$ cat src/rtl/bp_lce_sync_responder_pkg.sv
// Shared BedRock message types, configuration bus and header layouts for the LCE sync responder.
// Sizes mirror the default processor configuration used by this slice.
package bp_lce_sync_responder_pkg;

    localparam int num_cce_p      = 2;
    localparam int cce_id_width_p = 3;
    localparam int lce_id_width_p = 4;
    localparam int paddr_width_p  = 40;
    localparam int dword_width_gp = 64;

    typedef enum logic [3:0] {
        e_bedrock_cmd_sync      = 4'd0,
        e_bedrock_cmd_set_clear = 4'd1,
        e_bedrock_cmd_inv       = 4'd2,
        e_bedrock_cmd_st        = 4'd3,
        e_bedrock_cmd_data      = 4'd4
    } bp_bedrock_cmd_type_e;

    typedef enum logic [3:0] {
        e_bedrock_rsp_sync_ack = 4'd0,
        e_bedrock_rsp_inv_ack  = 4'd1,
        e_bedrock_rsp_coh_ack  = 4'd2,
        e_bedrock_rsp_wb       = 4'd3,
        e_bedrock_rsp_null_wb  = 4'd4
    } bp_bedrock_rsp_type_e;

    typedef enum logic [2:0] {
        e_bedrock_msg_size_1 = 3'd0,
        e_bedrock_msg_size_2 = 3'd1,
        e_bedrock_msg_size_4 = 3'd2,
        e_bedrock_msg_size_8 = 3'd3
    } bp_bedrock_msg_size_e;

    typedef enum logic [1:0] {
        e_lce_mode_uncached = 2'd0,
        e_lce_mode_normal   = 2'd1,
        e_lce_mode_nonspec  = 2'd2
    } bp_lce_mode_e;

    typedef struct packed {
        logic [lce_id_width_p-1:0] lce_id;
        bp_lce_mode_e              lce_mode;
    } bp_cfg_bus_s;

    typedef struct packed {
        logic [lce_id_width_p-1:0] dst_id;
        logic [cce_id_width_p-1:0] src_id;
    } bp_cmd_payload_s;

    typedef struct packed {
        bp_bedrock_cmd_type_e     msg_type;
        logic [paddr_width_p-1:0] addr;
        bp_bedrock_msg_size_e     size;
        bp_cmd_payload_s          payload;
    } bp_cmd_header_s;

    typedef struct packed {
        logic [cce_id_width_p-1:0] dst_id;
        logic [lce_id_width_p-1:0] src_id;
    } bp_rsp_payload_s;

    typedef struct packed {
        bp_bedrock_rsp_type_e     msg_type;
        logic [paddr_width_p-1:0] addr;
        bp_bedrock_msg_size_e     size;
        bp_rsp_payload_s          payload;
    } bp_rsp_header_s;

endpackage

$ cat src/rtl/bp_lce_sync_responder_chk.sv
// Simulation-only contract checks on the command side of the sync responder.
module bp_lce_sync_responder_chk
    import bp_lce_sync_responder_pkg::*;
#(
    parameter int lce_data_width_p = dword_width_gp
) (
    input logic                        clk_i,
    input logic                        reset_n_i,
    input bp_cmd_header_s              cmd_header_i,
    input logic                        header_hs_i,
    input logic [lce_data_width_p-1:0] data_i,
    input logic                        data_hs_i,
    input logic [lce_id_width_p-1:0]   lce_id_i
);
    // The upstream demux only routes sync commands addressed to this LCE.
    a_sync_only: assert property (@(posedge clk_i) disable iff (!reset_n_i)
        header_hs_i |-> (cmd_header_i.msg_type == e_bedrock_cmd_sync));

    a_addressed: assert property (@(posedge clk_i) disable iff (!reset_n_i)
        header_hs_i |-> (!$isunknown(cmd_header_i) && (cmd_header_i.payload.dst_id == lce_id_i)));

    a_data_known: assert property (@(posedge clk_i) disable iff (!reset_n_i)
        data_hs_i |-> !$isunknown(data_i));
endmodule

$ cat src/rtl/bp_lce_sync_responder_synced.sv
// Set/clear bit vector with synchronous active-high reset; clear wins over a simultaneous set.
module bp_lce_sync_responder_synced #(
    parameter int width_p = 2
) (
    input  logic               clk_i,
    input  logic               reset_i,
    input  logic [width_p-1:0] set_i,
    input  logic [width_p-1:0] clear_i,
    output logic [width_p-1:0] data_o
);
    logic [width_p-1:0] data_q;

    // Accumulate set bits, then apply clears on top.
    always_ff @(posedge clk_i) begin
        if (reset_i) begin
            data_q <= '0;
        end else begin
            data_q <= (data_q | set_i) & ~clear_i;
        end
    end

    assign data_o = data_q;
endmodule

$ cat src/rtl/bp_lce_sync_responder.sv
// LCE-side endpoint of the CCE sync handshake: acks each sync and tracks which CCEs have synced.
module bp_lce_sync_responder
    import bp_lce_sync_responder_pkg::*;
#(
    parameter int lce_data_width_p = dword_width_gp
) (
    input  logic                        clk_i,
    input  logic                        reset_n_i,
    input  bp_cfg_bus_s                 cfg_bus_i,
    input  bp_cmd_header_s              lce_cmd_header_i,
    input  logic                        lce_cmd_header_v_i,
    output logic                        lce_cmd_header_ready_and_o,
    input  logic                        lce_cmd_has_data_i,
    input  logic [lce_data_width_p-1:0] lce_cmd_data_i,
    input  logic                        lce_cmd_data_v_i,
    output logic                        lce_cmd_data_ready_and_o,
    input  logic                        lce_cmd_last_i,
    output bp_rsp_header_s              lce_resp_header_o,
    output logic                        lce_resp_header_v_o,
    input  logic                        lce_resp_header_ready_and_i,
    output logic                        lce_resp_has_data_o,
    output logic [lce_data_width_p-1:0] lce_resp_data_o,
    output logic                        lce_resp_data_v_o,
    output logic                        lce_resp_last_o,
    output logic                        sync_done_o,
    output logic                        proto_error_o
);
    typedef enum logic [1:0] {
        e_ready      = 2'd0,
        e_drain_data = 2'd1,
        e_send_ack   = 2'd2
    } state_e;

    localparam logic [cce_id_width_p-1:0] num_cce_lp = cce_id_width_p'(num_cce_p);

    state_e                    state_q;
    logic                      resp_v_q;
    logic                      proto_error_q;
    logic [cce_id_width_p-1:0] cce_id_q;
    logic [paddr_width_p-1:0]  addr_q;
    logic [num_cce_p-1:0]      synced_q;
    logic [num_cce_p-1:0]      set_s;
    logic [num_cce_p-1:0]      clear_s;
    logic                      header_hs_s;
    logic                      data_hs_s;
    logic                      ack_hs_s;
    bp_rsp_header_s            resp_hdr_s;

    assign lce_cmd_header_ready_and_o = reset_n_i & (state_q == e_ready);
    assign lce_cmd_data_ready_and_o   = reset_n_i & (state_q == e_drain_data);
    assign header_hs_s = lce_cmd_header_v_i & lce_cmd_header_ready_and_o;
    assign data_hs_s   = lce_cmd_data_v_i & lce_cmd_data_ready_and_o;
    assign ack_hs_s    = resp_v_q & lce_resp_header_ready_and_i;

    // Handshake FSM with registered response valid and sticky protocol error.
    always_ff @(posedge clk_i) begin
        if (!reset_n_i) begin
            state_q       <= e_ready;
            resp_v_q      <= 1'b0;
            proto_error_q <= 1'b0;
        end else begin
            case (state_q)
                e_ready: begin
                    if (header_hs_s) begin
                        if (lce_cmd_has_data_i) begin
                            state_q <= e_drain_data;
                        end else begin
                            state_q  <= e_send_ack;
                            resp_v_q <= 1'b1;
                        end
                        if (lce_cmd_has_data_i || (lce_cmd_header_i.payload.src_id >= num_cce_lp)) begin
                            proto_error_q <= 1'b1;
                        end
                    end
                end
                e_drain_data: begin
                    if (data_hs_s && lce_cmd_last_i) begin
                        state_q  <= e_send_ack;
                        resp_v_q <= 1'b1;
                    end
                end
                e_send_ack: begin
                    if (ack_hs_s) begin
                        state_q  <= e_ready;
                        resp_v_q <= 1'b0;
                    end
                end
                default: begin
                    state_q  <= e_ready;
                    resp_v_q <= 1'b0;
                end
            endcase
        end
    end

    // Capture register: issuing CCE and address of the accepted sync.
    always_ff @(posedge clk_i) begin
        if (header_hs_s) begin
            cce_id_q <= lce_cmd_header_i.payload.src_id;
            addr_q   <= lce_cmd_header_i.addr;
        end
    end

    // Response header is built only from captured state, so it stays stable under backpressure.
    always_comb begin
        resp_hdr_s                = '0;
        resp_hdr_s.msg_type       = e_bedrock_rsp_sync_ack;
        resp_hdr_s.addr           = addr_q;
        resp_hdr_s.size           = e_bedrock_msg_size_1;
        resp_hdr_s.payload.src_id = cfg_bus_i.lce_id;
        resp_hdr_s.payload.dst_id = cce_id_q;
    end

    assign set_s   = (ack_hs_s && (cce_id_q < num_cce_lp))
                   ? ({{(num_cce_p-1){1'b0}}, 1'b1} << cce_id_q) : '0;
    assign clear_s = {num_cce_p{cfg_bus_i.lce_mode == e_lce_mode_uncached}};

    bp_lce_sync_responder_synced #(
        .width_p (num_cce_p)
    ) u_synced (
        .clk_i   (clk_i),
        .reset_i (~reset_n_i),
        .set_i   (set_s),
        .clear_i (clear_s),
        .data_o  (synced_q)
    );

    bp_lce_sync_responder_chk #(
        .lce_data_width_p (lce_data_width_p)
    ) u_chk (
        .clk_i        (clk_i),
        .reset_n_i    (reset_n_i),
        .cmd_header_i (lce_cmd_header_i),
        .header_hs_i  (header_hs_s),
        .data_i       (lce_cmd_data_i),
        .data_hs_i    (data_hs_s),
        .lce_id_i     (cfg_bus_i.lce_id)
    );

    assign lce_resp_header_o   = resp_hdr_s;
    assign lce_resp_header_v_o = resp_v_q;
    assign lce_resp_has_data_o = 1'b0;
    assign lce_resp_data_o     = '0;
    assign lce_resp_data_v_o   = 1'b0;
    assign lce_resp_last_o     = 1'b0;
    assign sync_done_o         = &synced_q;
    assign proto_error_o       = proto_error_q;
endmodule

$ cat config.mk
export PLATFORM = sky130hd
export DESIGN_NAME = bp_lce_sync_responder
export DESIGN_NICKNAME = d
export VERILOG_FILES = /design/src/rtl/bp_lce_sync_responder_pkg.sv /design/src/rtl/bp_lce_sync_responder_chk.sv /design/src/rtl/bp_lce_sync_responder_synced.sv /design/src/rtl/bp_lce_sync_responder.sv
export SDC_FILE = /design/constraint.sdc
export NUM_CORES = 1
export LEC_CHECK = 0
export ABC_AREA = 1
export BUFFER_PORTS_ARGS = -buffer_cell sky130_fd_sc_hd__buf_2
export CAP_MARGIN = 20
export CORE_AREA = 2 2 100 102
export DETAILED_ROUTE_END_ITERATION = 7
export DIE_AREA = 0 0 102 104
export SLEW_MARGIN = 15
export SYNTH_ARGS = -nofsm -noshare
export SYNTH_HDL_FRONTEND = slang
export SYNTH_SLANG_ARGS = --single-unit
$ cat constraint.sdc
create_clock -name clk_i -period 2 [get_ports clk_i]
set_input_delay 0 -clock clk_i [delete_from_list [all_inputs] [get_ports clk_i]]
set_output_delay 0 -clock clk_i [all_outputs]
set_load 0.01 [all_outputs]
==> results.txt <==
The minimum clock period after layout is 1500 ps. The net count of the finished layout came out at 449. The count of cells resized by post-cts repair is 0.

The core outline area came out at 9550 sq um. Relative to the synthesized area, the layout overhead comes to 42.2%. The part of the cycle the worst path needs came out at 0.751.

After detailed routing, the number of vias per cell comes to 3.29. Of the cells placed in the final design, the portion with a size suffix greater than 1 is 0.370. The cell taking the most area after synthesis is sky130_fd_sc_hd__edfxtp_1. The static leakage came out at 1.44 nW. The multi-input gate area in the final layout came out at 460 sq um. Setup violations remaining at the end of the flow were counted as 0.

The average cell area after synthesis is 13.0 sq um. The initial utilization of the core area, before any placement, comes to 0.232. Once the clock tree was built, the setup fixing pass inserted 0 buffers. The run finished with clean final reports. The hold violation count in the final report is 0.

The initial antenna violation count is 0. The DRC violation total after the first TritonRoute iteration is 41. Counting flops with a built-in enable in the synthesized netlist gives 43. The startpoint identified for the worst register-to-register timing path is state_q[1]. The number of rows created at floorplan came out at 36. The number of remaining DRC errors came out at 0. The clock latency on the worst-skew pair is 310 ps. The max-capacitance violation count is 0. By count the netlist is led by 78 x sky130_fd_sc_hd__buf_4, 43 x sky130_fd_sc_hd__edfxtp_1, 8 x sky130_fd_sc_hd__nor2_1.

The post-synthesis cell area came out at 2220 sq um. The area fraction of the dominant cell type after synthesis came out at 0.582. The number of levels in the clock H-tree came out at 2. The setup path with the least slack is of type flop to flop. The worst setup path is launched from a flop. The critical hold path startpoint is cfg_bus_i[4]. The required time of the worst setup path is 2000 ps.

Measured along the x axis, the die boundary spans 102 microns. The footprint of the flip-flops and latches came out at 1410 sq um. The number of buffers on the longest clock path came out at 2. The internal reg-to-reg setup slack is 500 ps. The die covers 10600 sq um. The worst reg2reg path depth is 6.

The routed layout has 1488 vias. Counting every sink on the clock net gives 49. The count of input and output buffers came out at 99. The detailed-router iteration count before antenna repair came out at 4.

The worst setup path is captured at a flop. sky130_fd_sc_hd__buf_4 is the most common cell in the netlist. Along the worst hold path, the cell count comes to 0. After detailed placement, the total cell area comes to 2590 sq um. The aggregate routed wire length came out at 4.60 mm. Counting flops with an async set or reset pin after synthesis yields a share of 0. In this run, CTS created clock tree buffers numbering 5.

Adding up every negative setup slack in the final design gives 0 ps. The die outline height is 104 microns. TritonCTS built the clock tree. The maximum ir drop on the vdd rail came out at 0.278 mV. The number of placed I/O pins is 257.

The total number of yosys warnings is 0. The number of nets still failing antenna checks after routing is 0. The capture instance of the worst register-to-register path is addr_q[26]. After synthesis, the cell types taking the most area are sky130_fd_sc_hd__edfxtp_1 58%, sky130_fd_sc_hd__buf_4 26%, sky130_fd_sc_hd__dfxtp_1 5.4%, sky130_fd_sc_hd__nor2_1 1.4%, sky130_fd_sc_hd__inv_1 1.2%.

The number of global-route vias before repair came out at 1409. Data arrives at the worst endpoint at 1500 ps. Synthesis produced a netlist whose cell count is 171.

The antenna cell count is 0. In this run the worst hold path is classified as input pin to output pin. The detailed-placement wirelength estimate is 3.27 mm. The final estimated routing congestion in global placement came out at 0.712. For this design the ratio of total power to cell area is 745 nW/um^2.

The largest net degree at the start of global routing came out at 39. The worst hold margin came out at 0.00446 ps. The power consumption came out at 2.35 mW. The most instantiated flip-flop cell in the synthesis netlist is sky130_fd_sc_hd__edfxtp_1. After synthesis the netlist holds a flip-flop and latch count of 49. The final number of max-transition violations is 0. The count of different cell masters after synthesis came out at 18. The sequential cell area fraction in the yosys report came out at 0.637.

The leftover overflow at the end of global routing came out at 0. The wire length per cell is 10.2 microns. Clock tree synthesis selected as its root buffer the cell sky130_fd_sc_hd__clkbuf_8. The path with the worst hold slack has its endpoint at lce_resp_header_o[2]. The global router's overall resource usage came out at 0.0808. The share of the core filled with cells is 0.330. The worst clock skew is 9.38 ps. The first global-routing pass estimated 6.49 mm of wire.

With fillers left out, the area of the finished cells amounts to 3150 sq um. The biggest fanout along the worst timing path is 38. Setup repair after global routing left no endpoint under its margin. Clock-pin slew was measured on the worst setup and hold paths at 80 ps. The count of fill cells added during filler insertion is 970. The achievable clock frequency came out at 666 MHz.
worst max-delay path, stage by stage, from the launching register on:
cell and delay (ps):
sky130_fd_sc_hd__dfxtp_1 370, sky130_fd_sc_hd__nor2_4 180, sky130_fd_sc_hd__inv_2 50, sky130_fd_sc_hd__nor2_2 100
sky130_fd_sc_hd__nand2_2 90, sky130_fd_sc_hd__clkinvlp_4 160, sky130_fd_sc_hd__buf_12 240
metrics by stage:
stage / worst slack [ps] / std cells
after global routing: 393 / 452
final: 499 / 452
after floorplan: 350 / 244
after global placement: 512 / 399
after CTS: 480 / 452
after detailed placement: 491 / 399
repair_timing:
item | in CTS | in global routing
hold buffers | 45 | 0
setup endpoints to repair | 0 | 0
endpoints found under the hold margin | 46 | 0
per-layer routing:
| metal | vias up | share of wire | global-route usage |
|---|---|---|---|
| li1 | 705 | - | - |
| met1 | 662 | 0.37 | 0.0810 |
| met2 | 110 | 0.48 | 0.137 |
| met3 | 11 | 0.12 | 0.0376 |
| met4 | 0 | 0.028 | 0.0419 |
| met5 | - | 0 | 0 |
cells by family (layout without fill, tap and decap cells):
logic type,after synthesis,in the layout,synth area share
AOI/OAI and AO/OA,4,4,0.0164
buffers and inverters,87,162,0.279
other,1,74,0.00169
and+or+nand+nor,30,30,0.0660
DFF,49,49,0.637
how the worst max path moves through the flow:
stage | end | depth (start not counted) | slack (ps) | startpoint
floorplan | addr_q[0] | 5 | 350 | state_q[1]
detailed placement | addr_q[24] | 6 | 490 | state_q[1]
global route | addr_q[26] | 6 | 390 | state_q[1]
global placement | addr_q[24] | 6 | 510 | state_q[1]
CTS | addr_q[26] | 6 | 480 | state_q[1]
finish | addr_q[26] | 6 | 500 | state_q[1]
sequential cells by signal, indices dropped and copies added (netlist names):
signal and count:
lce_resp_header_v_o 1, u_synced.data_o 2, state_q 2, proto_error_o 1, addr_q 40, cce_id_q 3
power by group:
part	internal, mW	leakage (nW)	switching, mW	total (mW)
sequential	1.20	0.448	0.0313	1.23
clock	0.375	0.0554	0.320	0.695
combinational	0.178	0.941	0.244	0.422
total	1.75	1.44	0.595	2.35
cells in the final DEF (no fill, tap or decap), types with 2 or more instances in the layout:
cell and n:
sky130_fd_sc_hd__dfxtp_1 6, sky130_fd_sc_hd__nand4_1 2, sky130_fd_sc_hd__clkbuf_8 5, sky130_fd_sc_hd__nor2_2 3, sky130_fd_sc_hd__conb_1 74, sky130_fd_sc_hd__dlygate4sd3_1 45
sky130_fd_sc_hd__edfxtp_1 43, sky130_fd_sc_hd__nand2_1 7, sky130_fd_sc_hd__buf_2 99, sky130_fd_sc_hd__nor3_1 3, sky130_fd_sc_hd__nor2_1 8, sky130_fd_sc_hd__nand2_2 2
sky130_fd_sc_hd__nand3_1 4, sky130_fd_sc_hd__inv_2 2, sky130_fd_sc_hd__inv_1 6
area by class of cell:
class	instances	area share
clock buffers	6	0.0230
clock inverters	2	0.0123
inverters	9	0.0119
multi-input cells	108	0.146
flip-flops and latches	49	0.448
well taps	133	0.0528
repair buffers	145	0.306
Power figures use the tool's default switching activity.
